==> src/rtl/contador_m_ud_if.sv <==
// Request/status bundle for the runtime-programmable up/down modulo counter.
// The control unit drives the requests through master; the counter uses slave.
interface contador_m_ud_if #(
  parameter int N = 7
);
  logic         zera_s;
  logic         define_m;
  logic [N-1:0] M_in;
  logic         carrega;
  logic [N-1:0] D;
  logic         conta;
  logic         sentido;
  logic         modo;
  logic [N-1:0] Q;
  logic [N-1:0] M_atual;
  logic         fim;
  logic         meio;
  logic         saturado;
  logic         erro;

  modport master (
    output zera_s, define_m, M_in, carrega, D, conta, sentido, modo,
    input  Q, M_atual, fim, meio, saturado, erro
  );

  modport slave (
    input  zera_s, define_m, M_in, carrega, D, conta, sentido, modo,
    output Q, M_atual, fim, meio, saturado, erro
  );
endinterface

==> src/rtl/contador_m_ud.sv <==
// Up/down modulo counter with runtime modulus, parallel load, wrap/saturate
// modes, and registered terminal/mid pulses plus saturation and error flags.
module contador_m_ud #(
  parameter int N = 7,
  parameter int M = 100
) (
  input  logic              clock,
  input  logic              zera_as_n,
  contador_m_ud_if.slave    bus
);

  localparam logic [N-1:0] ZERO  = '0;
  localparam logic [N-1:0] ONE   = N'(1);
  localparam logic [N-1:0] TWO   = N'(2);
  localparam logic [N-1:0] M_RST = N'(M);

  logic [N-1:0] q_q, q_d;
  logic [N-1:0] m_q, m_d;
  logic         fim_q, fim_d;
  logic         meio_q, meio_d;
  logic         sat_q, sat_d;
  logic         erro_q, erro_d;

  // Terminal and mid values depend on direction; both are derived from the
  // modulus in force during the step.
  logic [N-1:0] term;
  logic [N-1:0] mid;

  always_comb begin
    term = bus.sentido ? ZERO : (m_q - ONE);
    mid  = bus.sentido ? (m_q >> 1) : ((m_q >> 1) - ONE);
  end

  // Only the highest-priority request acts each cycle:
  // zera_s > define_m > carrega > conta > idle.
  always_comb begin
    q_d    = q_q;
    m_d    = m_q;
    fim_d  = 1'b0;
    meio_d = 1'b0;
    sat_d  = sat_q;
    erro_d = erro_q;

    if (bus.zera_s) begin
      q_d    = ZERO;
      sat_d  = 1'b0;
      erro_d = 1'b0;
    end else if (bus.define_m) begin
      if (bus.M_in < TWO) begin
        erro_d = 1'b1;
      end else begin
        m_d   = bus.M_in;
        sat_d = 1'b0;
        if (q_q >= bus.M_in) begin
          q_d = ZERO;
        end
      end
    end else if (bus.carrega) begin
      if (bus.D >= m_q) begin
        erro_d = 1'b1;
      end else begin
        q_d   = bus.D;
        sat_d = 1'b0;
      end
    end else if (bus.conta) begin
      meio_d = (q_q == mid);
      if (q_q == term) begin
        fim_d = 1'b1;
        if (bus.modo) begin
          sat_d = 1'b1;
        end else begin
          q_d   = bus.sentido ? (m_q - ONE) : ZERO;
          sat_d = 1'b0;
        end
      end else begin
        q_d   = bus.sentido ? (q_q - ONE) : (q_q + ONE);
        sat_d = 1'b0;
      end
    end
  end

  always_ff @(posedge clock or negedge zera_as_n) begin
    if (!zera_as_n) begin
      q_q    <= ZERO;
      m_q    <= M_RST;
      fim_q  <= 1'b0;
      meio_q <= 1'b0;
      sat_q  <= 1'b0;
      erro_q <= 1'b0;
    end else begin
      q_q    <= q_d;
      m_q    <= m_d;
      fim_q  <= fim_d;
      meio_q <= meio_d;
      sat_q  <= sat_d;
      erro_q <= erro_d;
    end
  end

  assign bus.Q        = q_q;
  assign bus.M_atual  = m_q;
  assign bus.fim      = fim_q;
  assign bus.meio     = meio_q;
  assign bus.saturado = sat_q;
  assign bus.erro     = erro_q;

endmodule
==> src/flat_wrapper.sv <==
// flat-port wrapper written by rule: the top's interface ports become plain ports
module contador_m_ud_flat 
#(
  parameter int N = 7,
  parameter int M = 100
)
  (clock, zera_as_n, bus_zera_s, bus_define_m, bus_M_in, bus_carrega, bus_D, bus_conta, bus_sentido, bus_modo, bus_Q, bus_M_atual, bus_fim, bus_meio, bus_saturado, bus_erro);
  contador_m_ud_if #(.N(N)) bus_i ();
  input  logic clock;
  input  logic zera_as_n;
  input wire logic [$bits(bus_i.zera_s)-1:0] bus_zera_s;
  input wire logic [$bits(bus_i.define_m)-1:0] bus_define_m;
  input wire logic [$bits(bus_i.M_in)-1:0] bus_M_in;
  input wire logic [$bits(bus_i.carrega)-1:0] bus_carrega;
  input wire logic [$bits(bus_i.D)-1:0] bus_D;
  input wire logic [$bits(bus_i.conta)-1:0] bus_conta;
  input wire logic [$bits(bus_i.sentido)-1:0] bus_sentido;
  input wire logic [$bits(bus_i.modo)-1:0] bus_modo;
  output wire logic [$bits(bus_i.Q)-1:0] bus_Q;
  output wire logic [$bits(bus_i.M_atual)-1:0] bus_M_atual;
  output wire logic [$bits(bus_i.fim)-1:0] bus_fim;
  output wire logic [$bits(bus_i.meio)-1:0] bus_meio;
  output wire logic [$bits(bus_i.saturado)-1:0] bus_saturado;
  output wire logic [$bits(bus_i.erro)-1:0] bus_erro;
  assign bus_i.zera_s = bus_zera_s;
  assign bus_i.define_m = bus_define_m;
  assign bus_i.M_in = bus_M_in;
  assign bus_i.carrega = bus_carrega;
  assign bus_i.D = bus_D;
  assign bus_i.conta = bus_conta;
  assign bus_i.sentido = bus_sentido;
  assign bus_i.modo = bus_modo;
  assign bus_Q = bus_i.Q;
  assign bus_M_atual = bus_i.M_atual;
  assign bus_fim = bus_i.fim;
  assign bus_meio = bus_i.meio;
  assign bus_saturado = bus_i.saturado;
  assign bus_erro = bus_i.erro;
  contador_m_ud #(.N(N), .M(M)) u_core (.clock(clock), .zera_as_n(zera_as_n), .bus(bus_i));
endmodule
==> config.mk <==
export PLATFORM = sky130hd
export DESIGN_NAME = contador_m_ud_flat
export DESIGN_NICKNAME = d
export VERILOG_FILES = /design/src/rtl/contador_m_ud_if.sv /design/src/rtl/contador_m_ud.sv /design/src/flat_wrapper.sv
export SDC_FILE = /design/constraint.sdc
export NUM_CORES = 1
export LEC_CHECK = 0
export CAP_MARGIN = 20
export CELL_PAD_IN_SITES_DETAIL_PLACEMENT = 1
export CELL_PAD_IN_SITES_GLOBAL_PLACEMENT = 1
export CORE_ASPECT_RATIO = 1.4
export CORE_MARGIN = 2
export CORE_UTILIZATION = 43
export CTS_BUF_LIST = sky130_fd_sc_hd__clkbuf_4 sky130_fd_sc_hd__clkbuf_8
export CTS_CLUSTER_SIZE = 8
export DETAILED_ROUTE_END_ITERATION = 10
export GPL_TIMING_DRIVEN = 0
export PLACE_DENSITY_LB_ADDON = 0.1
export SYNTH_ARGS = -nofsm -noshare
export SYNTH_HDL_FRONTEND = slang
export SYNTH_SLANG_ARGS = --single-unit
==> constraint.sdc <==
create_clock -name clock -period 7.5 [get_ports clock]
set_input_delay 1.5 -clock clock [delete_from_list [all_inputs] [get_ports clock]]
set_output_delay 1.5 -clock clock [all_outputs]
set_load 0.05 [all_outputs]
# --- Yosys cells after proc, flatten, opt, wreduce, memory -nomap -nowiden ---
# Index checks and enable logic that the tools add are counted.
classes:
  add_sub_neg: 4
  mul: 0
  n_div: 0
  n_lt_le_gt_ge: 3
  n_eq_ne: 7
  n_shift: 0
  muxes: 35
  bitwise: 2
  reduce_logical: 7
op_table:
  columns: ["op", "n"]
  rows:
  - ["$mux W7", 13]
  - ["$mux W1", 22]
  - ["$eq A7 B7 Y1", 2]
  - ["$ge A7 B7 Y1", 2]
  - ["$sub A7 B1 Y7 const B", 2]
  - ["$reduce_and A3 Y1", 3]
  - ["$add A7 B1 Y7 const B", 1]
  - ["$lt A7 B2 Y1 const B", 1]
  - ["$sub A6 B1 Y7 const B", 1]
  - ["$ne A3 B2 Y1 const B", 2]
  - ["$reduce_bool A3 Y1", 2]
  - ["$ne A5 B5 Y1 const B", 1]
  - ["$reduce_and A5 Y1", 1]
  - ["$ne A4 B4 Y1 const B", 1]
  - ["$reduce_bool A4 Y1", 1]
  - ["$ne A3 B3 Y1 const B", 1]
  - ["$not A1 Y1", 2]
totals:
  register_bits: 18
  latchBits: 0
  ram_bits: 0
  rom_bits: 0
  in_bits: 22
  elab_cells: 64
  n_memories: 0

# --- Longest topological paths before layout ---
logic_depth:
  word_depth: 8
  ltp_mapped: 11
  ltp_nobuf: 9

# --- Least setup slack after synthesis ---
# Ideal clock, no wire load.
synth_path:
  kind: "input to register"
  start: "input port bus_D[0]"
  end: "register u_core.q_q[2] (netlist: u_core.bus.Q[2])"
  t_arrival_ns: 3.610
  path_slack_ns: 3.786
  path_stages: 11
  path_cell_list: "inv_1 -> ha_1 -> nand2b_1 -> a21o_1 -> a21oi_1 -> o211ai_1 -> a221o_1 -> clkbuf_1 -> or3_1 -> buf_6 -> o41ai_2"
synth_between:
  elab_chain_cells: 3
synth_lines:
  columns: ["element", "line", "rtl"]
  rows:
  - ["from (decl)", "flat_wrapper.sv:15", "input wire logic [$bits(bus_i.D)-1:0] bus_D;"]
  - ["$ge A7 B7 Y1", "contador_m_ud.sv:59", "if (bus.D >= m_q) begin"]
  - ["$ne A4 B4 Y1 (no source line)", null, null]
  - ["$reduce_and A5 Y1 (no source line)", null, null]
  - ["to (signal assigned)", "contador_m_ud.sv:91", "q_q <= q_d;"]
  - ["to (decl)", "contador_m_ud.sv:17", "logic [N-1:0] q_q, q_d;"]
# Every way passes these cells.
# A chain may end at the register's enable or synchronous reset.

# --- Worst setup path after layout ---
layout_path:
  start: "input port bus_D[0]"
  end: "register u_core.q_q[1] (netlist: u_core.bus.Q[1])"
# The elaborated chain is that of the path after synthesis.

==> reports/results.txt <==
fin crit period = 4.24 ns
Slew headroom = 26.3%
max incr delay on CP = 0.50 ns
CP Data Required Time = 7.65 ns
Die H = 87.3 um
via count = 2144
number of diodes = 0
routability cong. = 0.833
clk_lat worst skew = 0.26 ns
gr usage total = 26.5%
sw power = 0.000224 W
Max VDD drop = 0.0882 mV
P&R area growth vs syn = 23.9%
max-slew violations = 0
CTS tree = done
Yosys warnings = 0
Clock Tree Root = clkbuf_8
largest area contributor in the netlist = dfrtp_1
# nets final = 346
library cells used by synthesis = 62
Die ar. = 5550 um^2
Comb pwr share = 57.4%
CTS sink count = 18
mapped cell area = 2130 um^2
number of synthesized flops with an enable pin = 0
Final Hold Violating Endpoints = 0
Num CTS Buffers = 3
synth top area cells = dfrtp_1, ha_1, xnor2_1
Net Sw Frac = 45.7%
main flop type after synthesis = dfrtp_1
final core occ = 55.0%
Min Hold Slack = 0.492 ns
status = finished clean
unrepaired setup endpoints after global routing = no
row count = 30
Synth Instances = 258
drt drc = 0
Initial Util = 44.4%
Hold Crit Class = reg -> reg
crit end category = flop
delay-heaviest family, CP = compound AO/OA/AOI/OAI gates
setup TNS = 0 ns
CTS Hold Buffers Added = 0
first-pass GRT wire length = 11400 um
Core Box Area = 4800 um^2
Vias/cell = 5.89
Worst setup SP type = input port
vias in the first global route = 2263
initial antenna violation count = 0
Final period util = 56.5%
CTS Buffer Depth = 2
Clock Skew = 0.00344 ns
Max-Cap Viols = 0
FILL cells = 644
clock network fraction of design power = 15.4%
Worst Path Max Fanout = 9
total iterations of the first detailed-routing run = 4
DR WL/cell = 18.9 um
pwr/cell area = 186 nW/um^2
DRT iter0 DRCs = 94
post-synth net total = 303
critical path type = in -> reg
Internal = 0.000266 W
Die Width = 63.5 um
sequential area share after synthesis = 21.3%
#FFs+latches synth = 18
Final setup viols = 0
actual slew at the worst max-slew pin = 1.10 ns
Post-synth ARST share = 100%
PostCTS Resize Cnt = 0
Worst Path Buf+Inv = 4
HPWL Detailed = 5610 um
remaining antenna violation count = 0
fraction of layout cells with a size suffix above 1 = 8.00%
largest net degree at the start of global routing = 19
# IOs = 40
Post-CTS Setup Bufs = 0
Reg power frac = 27.2%
total global routing overflow = 0
Max Clk Rate = 236 MHz
Total Wirelength = 6900 um
Crit-path slowest cell = clkdlybuf4s50_1
number of I/O port buffers = 38
crit-path cells = clkdlybuf4s50_1, inv_1, ha_1, nand2b_1, a21o_1, a21oi_1, o211ai_1, a221o_1, clkbuf_1, or3_1, buf_6, o31ai_1
Critical Path AT = 4.39 ns
clock transition at the registers of the reported paths = 0.07 ns
Avg Cell Area, Syn = 8.27 um^2
htree depth = 1
Pleak = 1.09 nW
area share of the largest cell type after synthesis = 17.6%
worst register-to-register path: cells and delay by family, from the launching register on:
kind	cells	cell delay, ns
compound gates	4	1.43
flops	1	0.62
xor+xnor	1	0.34
simple gates	2	0.33
buf+inv	2	0.24
fa+ha+maj	1	0.24
layout make-up:
type                            instances  area (um^2)  share of cell area (%)
Tap cell                               64         80.1                    3.03
Buffer                                 13         71.3                    2.70
Sequential cell                        18          454                    17.2
Multi-Input combinational cell        203         1520                    57.4
Inverter                               24         90.1                    3.41
Timing Repair Buffer                   38          380                    14.4
Clock buffer                            4         48.8                    1.85
cell families (layout without fill, tap and decap cells):
logic type | after synthesis | count (layout) | synth area share (%)
AO/OA/AOI/OAI | 83 | 83 | 30.0
AND/OR/NAND/NOR | 73 | 73 | 17.0
buffers and inverters | 37 | 79 | 7.57
adder cells (fa/ha/maj) | 23 | 23 | 13.8
XOR/XNOR | 21 | 21 | 8.62
flip-flops | 18 | 18 | 21.3
multiplexers | 3 | 3 | 1.70
stage by stage:
stage	total power (W)	cells	setup WS, ns	area, um^2
global route	0.000527	364	3.08	2640
detailed placement	0.000416	360	3.01	2590
CTS	0.000492	364	3.26	2640
floorplan	0.000328	258	3.79	2130
global placement	0.000409	360	3.05	2590
finish	0.000491	364	3.26	2640
power by group through the flow:
stage / combinational (W) / clock [W] / sequential [W]
2_1_floorplan: 0.000163 / 0 / 0.000165
3_3_place_gp: 0.000274 / 0 / 0.000135
3_5_place_dp: 0.000280 / 0 / 0.000135
4_1_cts: 0.000282 / 0.0000761 / 0.000133
5_1_grt: 0.000309 / 0.0000813 / 0.000136
6_report: 0.000282 / 0.0000756 / 0.000134
sequential cells by signal, indices dropped and copies added, names as in the netlist:
register             flops
u_core.bus.meio          1
u_core.bus.erro          1
u_core.bus.fim           1
u_core.bus.saturado      1
u_core.bus.M_atual       7
u_core.bus.Q             7
placed cells by master (no fill, tap or decap), types with 2 or more instances in the layout:
cell type,synthesis,routed
nand4_1,4,4
a221o_1,2,2
nor3_1,9,9
dfstp_2,3,3
a211oi_1,2,2
nor4_1,3,3
clkbuf_8,0,3
xor2_1,2,2
nor2b_1,3,3
clkdlybuf4s50_1,0,38
o311ai_0,2,2
or3_1,2,2
dfrtp_1,15,15
nand3_1,2,2
inv_1,23,23
nand2b_1,4,4
o31ai_1,11,11
xnor2_1,19,19
a2111oi_0,3,3
o21ai_0,17,17
ha_1,22,22
clkbuf_1,9,9
nor2_1,16,16
a311oi_1,4,4
nand2_1,23,23
o211ai_1,4,4
a31oi_1,2,2
a21oi_1,11,11
buf_6,3,3
o21a_1,2,2
a21o_1,3,3
Yosys cell counts, types with 4 or more instances:
| library cell | count |
|---|---|
| inv_1 | 23 |
| nand2_1 | 23 |
| ha_1 | 22 |
| xnor2_1 | 19 |
| o21ai_0 | 17 |
| nor2_1 | 16 |
| dfrtp_1 | 15 |
| a21oi_1 | 11 |
| o31ai_1 | 11 |
| clkbuf_1 | 9 |
| nor3_1 | 9 |
| a311oi_1 | 4 |
| nand2b_1 | 4 |
| nand4_1 | 4 |
| o211ai_1 | 4 |
metal layers:
metal	global-route usage [%]	up-vias	part of all wire, %
li1	-	1034	-
met1	31.0	1036	42
met2	49.9	55	53
met3	2.46	19	2.8
met4	9.29	0	2.5
met5	0	-	0
worst paths after layout:
kind,start,endpoint,slack [ns],cells past startpoint
setup / recovery,bus_D[0],u_core.bus.Q[1],3.26,12
hold / removal,u_core.bus.saturado,u_core.bus.saturado,0.49,2
setup reg to reg,u_core.bus.M_atual[2],u_core.bus.Q[1],4.18,10
hold reg to reg,u_core.bus.saturado,u_core.bus.saturado,0.49,2
max in group asynchronous,zera_as_n,u_core.bus.M_atual[3],5.27,1
min in group asynchronous,zera_as_n,u_core.bus.saturado,1.71,1
Power figures use the tool's default switching activity.
